===== src/rtl/scr1_tapc_gen2_if.sv =====
// JTAG pin and external scan-chain bundle for scr1_tapc_gen2.
// The slave side is the TAP controller; the master side is the board/chain environment.
interface scr1_tapc_gen2_if #(
    parameter int IR_WIDTH = 5,
    parameter int NUM_DR   = 4
);
    logic                tms_i;
    logic                tdi_i;
    logic                tdo_o;
    logic                tdo_en_o;
    logic [3:0]          state_o;
    logic [IR_WIDTH-1:0] ir_o;
    logic [NUM_DR-1:0]   dr_sel_o;
    logic                dr_capture_o;
    logic                dr_shift_o;
    logic                dr_update_o;
    logic                dr_tdi_o;
    logic [NUM_DR-1:0]   dr_tdo_i;
    logic                tlr_o;

    modport slave (
        input  tms_i, tdi_i, dr_tdo_i,
        output tdo_o, tdo_en_o, state_o, ir_o, dr_sel_o,
               dr_capture_o, dr_shift_o, dr_update_o, dr_tdi_o, tlr_o
    );

    modport master (
        output tms_i, tdi_i, dr_tdo_i,
        input  tdo_o, tdo_en_o, state_o, ir_o, dr_sel_o,
               dr_capture_o, dr_shift_o, dr_update_o, dr_tdi_o, tlr_o
    );
endinterface


===== src/rtl/scr1_tapc_gen2.sv =====
// Parametrised IEEE 1149.1 TAP controller: 16-state FSM, IR, IDCODE, BYPASS and NUM_DR external chains.
// Optional build-ID DR enabled by defining SCR1_TAPC_BLD_ID_EN (value taken from `SCR1_BUILD_ID).
`ifdef SCR1_TAPC_BLD_ID_EN
`ifndef SCR1_BUILD_ID
`define SCR1_BUILD_ID 32'h5C71_B1D0
`endif
`endif

module scr1_tapc_gen2 #(
    parameter int          IR_WIDTH      = 5,
    parameter logic [31:0] IDCODE_VALUE  = 32'hC0D1DEB1,
    parameter int          NUM_DR        = 4,
    parameter int          INSTR_IDCODE  = 1,
    parameter int          INSTR_BLD_ID  = 2,
    parameter int          DR_BASE_INSTR = 'h10
) (
    input logic               clk,
    input logic               rst_n,
    scr1_tapc_gen2_if.slave   tap
);

    localparam logic [3:0] ST_RESET      = 4'd0;
    localparam logic [3:0] ST_IDLE       = 4'd1;
    localparam logic [3:0] ST_DR_SELECT  = 4'd2;
    localparam logic [3:0] ST_DR_CAPTURE = 4'd3;
    localparam logic [3:0] ST_DR_SHIFT   = 4'd4;
    localparam logic [3:0] ST_DR_EXIT1   = 4'd5;
    localparam logic [3:0] ST_DR_PAUSE   = 4'd6;
    localparam logic [3:0] ST_DR_EXIT2   = 4'd7;
    localparam logic [3:0] ST_DR_UPDATE  = 4'd8;
    localparam logic [3:0] ST_IR_SELECT  = 4'd9;
    localparam logic [3:0] ST_IR_CAPTURE = 4'd10;
    localparam logic [3:0] ST_IR_SHIFT   = 4'd11;
    localparam logic [3:0] ST_IR_EXIT1   = 4'd12;
    localparam logic [3:0] ST_IR_PAUSE   = 4'd13;
    localparam logic [3:0] ST_IR_EXIT2   = 4'd14;
    localparam logic [3:0] ST_IR_UPDATE  = 4'd15;

    localparam logic [IR_WIDTH-1:0] IDCODE_CODE  = IR_WIDTH'(INSTR_IDCODE);
    localparam logic [IR_WIDTH-1:0] BLD_ID_CODE  = IR_WIDTH'(INSTR_BLD_ID);
    localparam logic [IR_WIDTH-1:0] IR_CAPTURE_V = IR_WIDTH'(2'b01);

    logic [3:0]          state;
    logic [3:0]          next_state;
    logic [IR_WIDTH-1:0] ir;
    logic [IR_WIDTH-1:0] shift_ir;
    logic [31:0]         idcode_sr;
    logic                bypass;
    logic [NUM_DR-1:0]   dr_sel;
    logic                ext_sel;
    logic                idcode_sel;
    logic                bypass_sel;
    logic                tdo;

    // NOTE: rst_n is sampled only on the clk edge (synchronous reset), so it lives inside the
    // clocked branch rather than in the sensitivity list.
    always_ff @(posedge clk) begin
        if (!rst_n) begin
            state <= ST_RESET;
        end else begin
            // NOTE: registered state uses non-blocking assignment so every flop samples
            // pre-edge values regardless of statement order.
            state <= next_state;
        end
    end

    // NOTE: next_state gets a default before the case so no path leaves it unassigned,
    // which would otherwise infer a latch.
    always_comb begin
        next_state = state;
        case (state)
            ST_RESET:      next_state = tap.tms_i ? ST_RESET      : ST_IDLE;
            ST_IDLE:       next_state = tap.tms_i ? ST_DR_SELECT  : ST_IDLE;
            ST_DR_SELECT:  next_state = tap.tms_i ? ST_IR_SELECT  : ST_DR_CAPTURE;
            ST_DR_CAPTURE: next_state = tap.tms_i ? ST_DR_EXIT1   : ST_DR_SHIFT;
            ST_DR_SHIFT:   next_state = tap.tms_i ? ST_DR_EXIT1   : ST_DR_SHIFT;
            ST_DR_EXIT1:   next_state = tap.tms_i ? ST_DR_UPDATE  : ST_DR_PAUSE;
            ST_DR_PAUSE:   next_state = tap.tms_i ? ST_DR_EXIT2   : ST_DR_PAUSE;
            ST_DR_EXIT2:   next_state = tap.tms_i ? ST_DR_UPDATE  : ST_DR_SHIFT;
            ST_DR_UPDATE:  next_state = tap.tms_i ? ST_DR_SELECT  : ST_IDLE;
            ST_IR_SELECT:  next_state = tap.tms_i ? ST_RESET      : ST_IR_CAPTURE;
            ST_IR_CAPTURE: next_state = tap.tms_i ? ST_IR_EXIT1   : ST_IR_SHIFT;
            ST_IR_SHIFT:   next_state = tap.tms_i ? ST_IR_EXIT1   : ST_IR_SHIFT;
            ST_IR_EXIT1:   next_state = tap.tms_i ? ST_IR_UPDATE  : ST_IR_PAUSE;
            ST_IR_PAUSE:   next_state = tap.tms_i ? ST_IR_EXIT2   : ST_IR_PAUSE;
            ST_IR_EXIT2:   next_state = tap.tms_i ? ST_IR_UPDATE  : ST_IR_SHIFT;
            ST_IR_UPDATE:  next_state = tap.tms_i ? ST_DR_SELECT  : ST_IDLE;
            default:       next_state = ST_RESET;
        endcase
    end

    // IR shift register: capture the fixed 01 pattern, shift LSB-first, hold elsewhere.
    always_ff @(posedge clk) begin
        if (!rst_n) begin
            shift_ir <= '0;
        end else if (state == ST_IR_CAPTURE) begin
            shift_ir <= IR_CAPTURE_V;
        end else if (state == ST_IR_SHIFT) begin
            shift_ir <= {tap.tdi_i, shift_ir[IR_WIDTH-1:1]};
        end
    end

    // The active instruction only moves on IR_UPDATE, so chain selects stay stable during DR scans.
    always_ff @(posedge clk) begin
        if (!rst_n || state == ST_RESET) begin
            ir <= IDCODE_CODE;
        end else if (state == ST_IR_UPDATE) begin
            ir <= shift_ir;
        end
    end

    always_comb begin
        dr_sel = '0;
        for (int i = 0; i < NUM_DR; i++) begin
            dr_sel[i] = (ir == IR_WIDTH'(DR_BASE_INSTR + i));
        end
    end

    assign ext_sel    = |dr_sel;
    assign idcode_sel = (ir == IDCODE_CODE);

`ifdef SCR1_TAPC_BLD_ID_EN
    logic        bld_sel;
    logic [31:0] bld_sr;

    assign bld_sel    = (ir == BLD_ID_CODE);
    assign bypass_sel = !idcode_sel && !ext_sel && !bld_sel;

    always_ff @(posedge clk) begin
        if (!rst_n) begin
            bld_sr <= `SCR1_BUILD_ID;
        end else if (state == ST_DR_CAPTURE && bld_sel) begin
            bld_sr <= `SCR1_BUILD_ID;
        end else if (state == ST_DR_SHIFT && bld_sel) begin
            bld_sr <= {tap.tdi_i, bld_sr[31:1]};
        end
    end
`else
    // Without the build-ID register its code falls through to BYPASS like any unassigned code.
    assign bypass_sel = (ir == BLD_ID_CODE) || (!idcode_sel && !ext_sel);
`endif

    always_ff @(posedge clk) begin
        if (!rst_n) begin
            idcode_sr <= IDCODE_VALUE;
        end else if (state == ST_DR_CAPTURE && idcode_sel) begin
            idcode_sr <= IDCODE_VALUE;
        end else if (state == ST_DR_SHIFT && idcode_sel) begin
            idcode_sr <= {tap.tdi_i, idcode_sr[31:1]};
        end
    end

    always_ff @(posedge clk) begin
        if (!rst_n) begin
            bypass <= 1'b0;
        end else if (state == ST_DR_CAPTURE && bypass_sel) begin
            bypass <= 1'b0;
        end else if (state == ST_DR_SHIFT && bypass_sel) begin
            bypass <= tap.tdi_i;
        end
    end

    // TDO is muxed from register outputs (and external chain outputs) only, never from tdi/tms.
    always_comb begin
        tdo = 1'b0;
        if (state == ST_IR_SHIFT) begin
            tdo = shift_ir[0];
        end else if (state == ST_DR_SHIFT) begin
            if (ext_sel) begin
                tdo = |(dr_sel & tap.dr_tdo_i);
            end else if (idcode_sel) begin
                tdo = idcode_sr[0];
`ifdef SCR1_TAPC_BLD_ID_EN
            end else if (bld_sel) begin
                tdo = bld_sr[0];
`endif
            end else begin
                tdo = bypass;
            end
        end
    end

    assign tap.tdo_o        = tdo;
    assign tap.tdo_en_o     = (state == ST_DR_SHIFT) || (state == ST_IR_SHIFT);
    assign tap.state_o      = state;
    assign tap.ir_o         = ir;
    assign tap.dr_sel_o     = dr_sel;
    assign tap.dr_capture_o = (state == ST_DR_CAPTURE) && ext_sel;
    assign tap.dr_shift_o   = (state == ST_DR_SHIFT)   && ext_sel;
    assign tap.dr_update_o  = (state == ST_DR_UPDATE)  && ext_sel;
    assign tap.dr_tdi_o     = tap.tdi_i;
    assign tap.tlr_o        = (state == ST_RESET);

endmodule


===== src/flat_wrapper.sv =====
// flat-port wrapper written by rule: the top's interface ports become plain ports
module scr1_tapc_gen2_flat 
#(
    parameter int          IR_WIDTH      = 5,
    parameter logic [31:0] IDCODE_VALUE  = 32'hC0D1DEB1,
    parameter int          NUM_DR        = 4,
    parameter int          INSTR_IDCODE  = 1,
    parameter int          INSTR_BLD_ID  = 2,
    parameter int          DR_BASE_INSTR = 'h10
)
  (clk, rst_n, tap_tms_i, tap_tdi_i, tap_dr_tdo_i, tap_tdo_o, tap_tdo_en_o, tap_state_o, tap_ir_o, tap_dr_sel_o, tap_dr_capture_o, tap_dr_shift_o, tap_dr_update_o, tap_dr_tdi_o, tap_tlr_o);
  scr1_tapc_gen2_if #(.IR_WIDTH(IR_WIDTH), .NUM_DR(NUM_DR)) tap_i ();
  input logic clk;
  input logic rst_n;
  input wire logic [$bits(tap_i.tms_i)-1:0] tap_tms_i;
  input wire logic [$bits(tap_i.tdi_i)-1:0] tap_tdi_i;
  input wire logic [$bits(tap_i.dr_tdo_i)-1:0] tap_dr_tdo_i;
  output wire logic [$bits(tap_i.tdo_o)-1:0] tap_tdo_o;
  output wire logic [$bits(tap_i.tdo_en_o)-1:0] tap_tdo_en_o;
  output wire logic [$bits(tap_i.state_o)-1:0] tap_state_o;
  output wire logic [$bits(tap_i.ir_o)-1:0] tap_ir_o;
  output wire logic [$bits(tap_i.dr_sel_o)-1:0] tap_dr_sel_o;
  output wire logic [$bits(tap_i.dr_capture_o)-1:0] tap_dr_capture_o;
  output wire logic [$bits(tap_i.dr_shift_o)-1:0] tap_dr_shift_o;
  output wire logic [$bits(tap_i.dr_update_o)-1:0] tap_dr_update_o;
  output wire logic [$bits(tap_i.dr_tdi_o)-1:0] tap_dr_tdi_o;
  output wire logic [$bits(tap_i.tlr_o)-1:0] tap_tlr_o;
  assign tap_i.tms_i = tap_tms_i;
  assign tap_i.tdi_i = tap_tdi_i;
  assign tap_i.dr_tdo_i = tap_dr_tdo_i;
  assign tap_tdo_o = tap_i.tdo_o;
  assign tap_tdo_en_o = tap_i.tdo_en_o;
  assign tap_state_o = tap_i.state_o;
  assign tap_ir_o = tap_i.ir_o;
  assign tap_dr_sel_o = tap_i.dr_sel_o;
  assign tap_dr_capture_o = tap_i.dr_capture_o;
  assign tap_dr_shift_o = tap_i.dr_shift_o;
  assign tap_dr_update_o = tap_i.dr_update_o;
  assign tap_dr_tdi_o = tap_i.dr_tdi_o;
  assign tap_tlr_o = tap_i.tlr_o;
  scr1_tapc_gen2 #(.IR_WIDTH(IR_WIDTH), .IDCODE_VALUE(IDCODE_VALUE), .NUM_DR(NUM_DR), .INSTR_IDCODE(INSTR_IDCODE), .INSTR_BLD_ID(INSTR_BLD_ID), .DR_BASE_INSTR(DR_BASE_INSTR)) u_core (.clk(clk), .rst_n(rst_n), .tap(tap_i));
endmodule

===== config.mk =====
export PLATFORM = sky130hd
export DESIGN_NAME = scr1_tapc_gen2_flat
export DESIGN_NICKNAME = d
export VERILOG_FILES = /design/src/rtl/scr1_tapc_gen2_if.sv /design/src/rtl/scr1_tapc_gen2.sv /design/src/flat_wrapper.sv
export SDC_FILE = /design/constraint.sdc
export NUM_CORES = 1
export LEC_CHECK = 0
export ABC_AREA = 1
export CORE_AREA = 2 2 81 83
export DETAILED_ROUTE_END_ITERATION = 6
export DIE_AREA = 0 0 83 85
export DONT_BUFFER_PORTS = 1
export PLACE_DENSITY = 0.58
export SLEW_MARGIN = 20
export SYNTH_ARGS = -nofsm -noshare
export SYNTH_HDL_FRONTEND = slang
export SYNTH_SLANG_ARGS = --single-unit
export TNS_END_PERCENT = 10

===== constraint.sdc =====
create_clock -name clk -period 1.7 [get_ports clk]
set_clock_uncertainty 0.15 [all_clocks]
set_input_delay 0.17 -clock clk [delete_from_list [all_inputs] [get_ports clk]]
set_output_delay 0.17 -clock clk [all_outputs]
set_load 0.01 [all_outputs]

==> results.txt <==
status: finished with violations
violated checks: setup timing
vias post-DR: 1,858
most frequent cell after synthesis: nand2_1
PwrDens: 793 nW/um2
clock buffer depth: 2
IO Port Bufs: 0
post-synthesis area per instance: 7.36 um2
Worst setup EP type: primary output
DP Area: 2260 um2
largest cells by area after synthesis: dfxtp_1 44%, nand2_1 17%, a21oi_1 9.6%
top_reg_cell synth: dfxtp_1
final wirelength: 4.50 mm
leakage: 1.01 nW
Buf+Inv Stages, Crit Path: 2
Pre-antenna DRT Iters: 7
crit path DAT: 1390 ps
Initial DRC Count: 103
die area: 7060 um2
Synth Area in XOR/XNOR: 0%
routability cong.: 0.889
hold worst-path end: u_core.idcode_sr[21]
Max Cap Viol: 0
Post-Route Utilization: 38.8%
main combinational cell family by area after synthesis: simple AND/OR/NAND/NOR gates
family with the most delay on the worst path: simple AND/OR/NAND/NOR gates
TritonCTS sink count: 47
Adder-Cell Fraction of Synth Area: 0%
CTS root buffer: clkbuf_8
Hold Vio Cnt, Final: 0
Worst-Skew Late Latency: 300 ps
peak supply drop: 0.000340 V
register area share after synthesis: 44.2%
vias in the first global route: 1,667
via-per-instance ratio: 4.84
Ports: 28
core footprint: 6200 um2
antenna violations before repair: 1
DRC: 0
Max-slew headroom: 75.7%
post-synth cell types: 27
Hold Path Class: primary input to flop
H-tree Lvls: 2
Max stage delay on crit path: 360 ps
n_diodes: 0
reg2reg setup slack: 130 ps
Cells after DPL: 373
Clock transition at path regs: 90 ps
row count: 29
hold path cells: 3
synthesized flop and latch total: 47
Die X-Extent: 83 um
Worst R2R Path Depth: 6
reg2reg end: u_core.idcode_sr[0]
post-route setup slack: -9.73 ps
R2R Path Start: u_core.tap.state_o[2]
pre-CTS WS: 113 ps
Die Span Y: 85 um
Tcrit/Tclk final: 101%
CTS Buf Count: 5
CTS tree: done
largest net degree at the start of global routing: 33
Routed wire per std cell: 11.7 um
most used cell, CP: nor2_1
CP Cell Sequence: nor2_1, inv_1, nor2_1, buf_4
setup violators final: 1
first-pass GRT wire length: 7.46 mm
starting density of the core: 34.3%
Post-DRT Antenna Nets: 0
crit path max fanout: 5
layout cells sized above 1: 18.2%
Final Cell Area: 2410 um2
Crit Path Category: flop to primary output
slowest stage cell, crit path: dfxtp_1
top post-synthesis cells by count: 97 x nand2_1, 47 x dfxtp_1, 41 x a21oi_1, 24 x nor2_1, 18 x inv_1
Final Net Count: 315
Hold Startpoint: rst_n
Synth Area in Simple Gates: 29.9%
worst slew pin tran: 362 ps
overall routing resource usage: 12.8%
critical path launch point type: flop
mux share of post-synthesis cell area: 0%
Yosys top cell area share: 44.2%
Synth Area in Compound Gates: 16.8%
Critical Path RT: 1380 ps
Post-Synthesis Cells: 289
Max Slew Vio Count: 0
Synth area leader: dfxtp_1
Post-synth ARST share: 0%
Netlist Area Pre-Place: 2130 um2
crit path time final: 1710 ps
RSZ-0062 raised after global routing: yes
Mapped Nets: 297
Fmax achieved: 585 MHz
EDFF count, synth: 0
P&R area growth vs syn: 13.1%
fin cells: 384
WHS: 58.0 ps
Remaining Overflow, GRT: 0
HPWL after DPL: 3.04 mm
Synth warnings: 0
[flip-flops by register name, summed over array words and instances, names as in the netlist]
| name | count |
|---|---|
| u_core.tap.ir_o | 5 |
| u_core.bypass | 1 |
| u_core.shift_ir | 5 |
| u_core.tap.state_o | 4 |
| u_core.idcode_sr | 32 |
[kinds of logic (layout without fill, tap and decap cells)]
kind of cell,count (synthesis),after routing
DFF,47,47
and+or+nand+nor,145,145
buffers and inverters,33,51
AOI/OAI and AO/OA,64,64
[routing by layer]
layer  GRT usage (%)  wire length (um)  share of wire, %  vias to the layer above
li1                -                 -                 -                      970
met1            16.7              2120                47                      833
met2            20.9              2100                47                       49
met3            3.21               220               4.9                        6
met4            4.17                57               1.3                        0
met5               0                 0                 0                        -
[layout make-up]
class	count	area, um2
timing repair buffer	22	185
sequential	47	945
multi-input combinational	209	1010
clock inverter	2	13.8
tap	77	96.3
clock buffer	5	68.8
inverter	22	87.6
fill	651	3800
[worst max path at each step]
stage / start / depth (start not counted) / to / slack, ps
after floorplan: u_core.tap.state_o[1] / 10 / u_core.idcode_sr[25] / 180
after global placement: u_core.tap.ir_o[2] / 5 / tap_tdo_o / 110
after detailed placement: u_core.tap.state_o[3] / 8 / u_core.idcode_sr[27] / 110
after CTS: u_core.tap.ir_o[3] / 6 / tap_tdo_o / 6
after global routing: u_core.tap.ir_o[3] / 6 / tap_tdo_o / -100
final: u_core.tap.state_o[2] / 4 / tap_tlr_o / -10
[worst min-delay path, stage by stage]
cell and delay (ps):
o21ai_2 60, buf_12 190, a21oi_2 40
[repair_timing]
item	CTS	global route
resized for setup	5	5
hold buffers	3	0
pin swaps	2	0
buffers inserted	2	0
endpoints found under the setup margin	5	24
endpoints found under the hold margin	11	0
[report_power, final]
| part | internal, mW | switching [mW] |
|---|---|---|
| logic | 0.0510 | 0.0886 |
| registers | 1.11 | 0.00899 |
| clock network | 0.282 | 0.365 |
| total | 1.45 | 0.463 |
[cell usage in the layout (no fill, tap or decap), types with 2 or more instances in the layout]
| master | synthesis | layout |
|---|---|---|
| a21oi_1 | 41 | 41 |
| a21oi_2 | 5 | 5 |
| a31oi_1 | 2 | 2 |
| buf_4 | 4 | 18 |
| clkbuf_8 | 0 | 5 |
| dfxtp_1 | 47 | 44 |
| dfxtp_2 | 0 | 3 |
| dlygate4sd3_1 | 0 | 3 |
| inv_1 | 18 | 18 |
| inv_2 | 3 | 2 |
| inv_4 | 1 | 2 |
| nand2_1 | 97 | 96 |
| nand2_2 | 6 | 7 |
| nand3_1 | 5 | 5 |
| nand4_1 | 5 | 5 |
| nor2_1 | 24 | 22 |
| nor2_2 | 1 | 3 |
| nor2_4 | 3 | 3 |
| o21ai_0 | 11 | 11 |
[through the flow]
step | TNS (ps) | power, mW
3_3_place_gp | 0 | 1.28
6_report | -9.73 | 1.91
4_1_cts | 0 | 1.93
2_1_floorplan | 0 | 1.25
3_5_place_dp | 0 | 1.28
5_1_grt | -231 | 1.99
No activity file was read; power rests on OpenSTA's default activity.
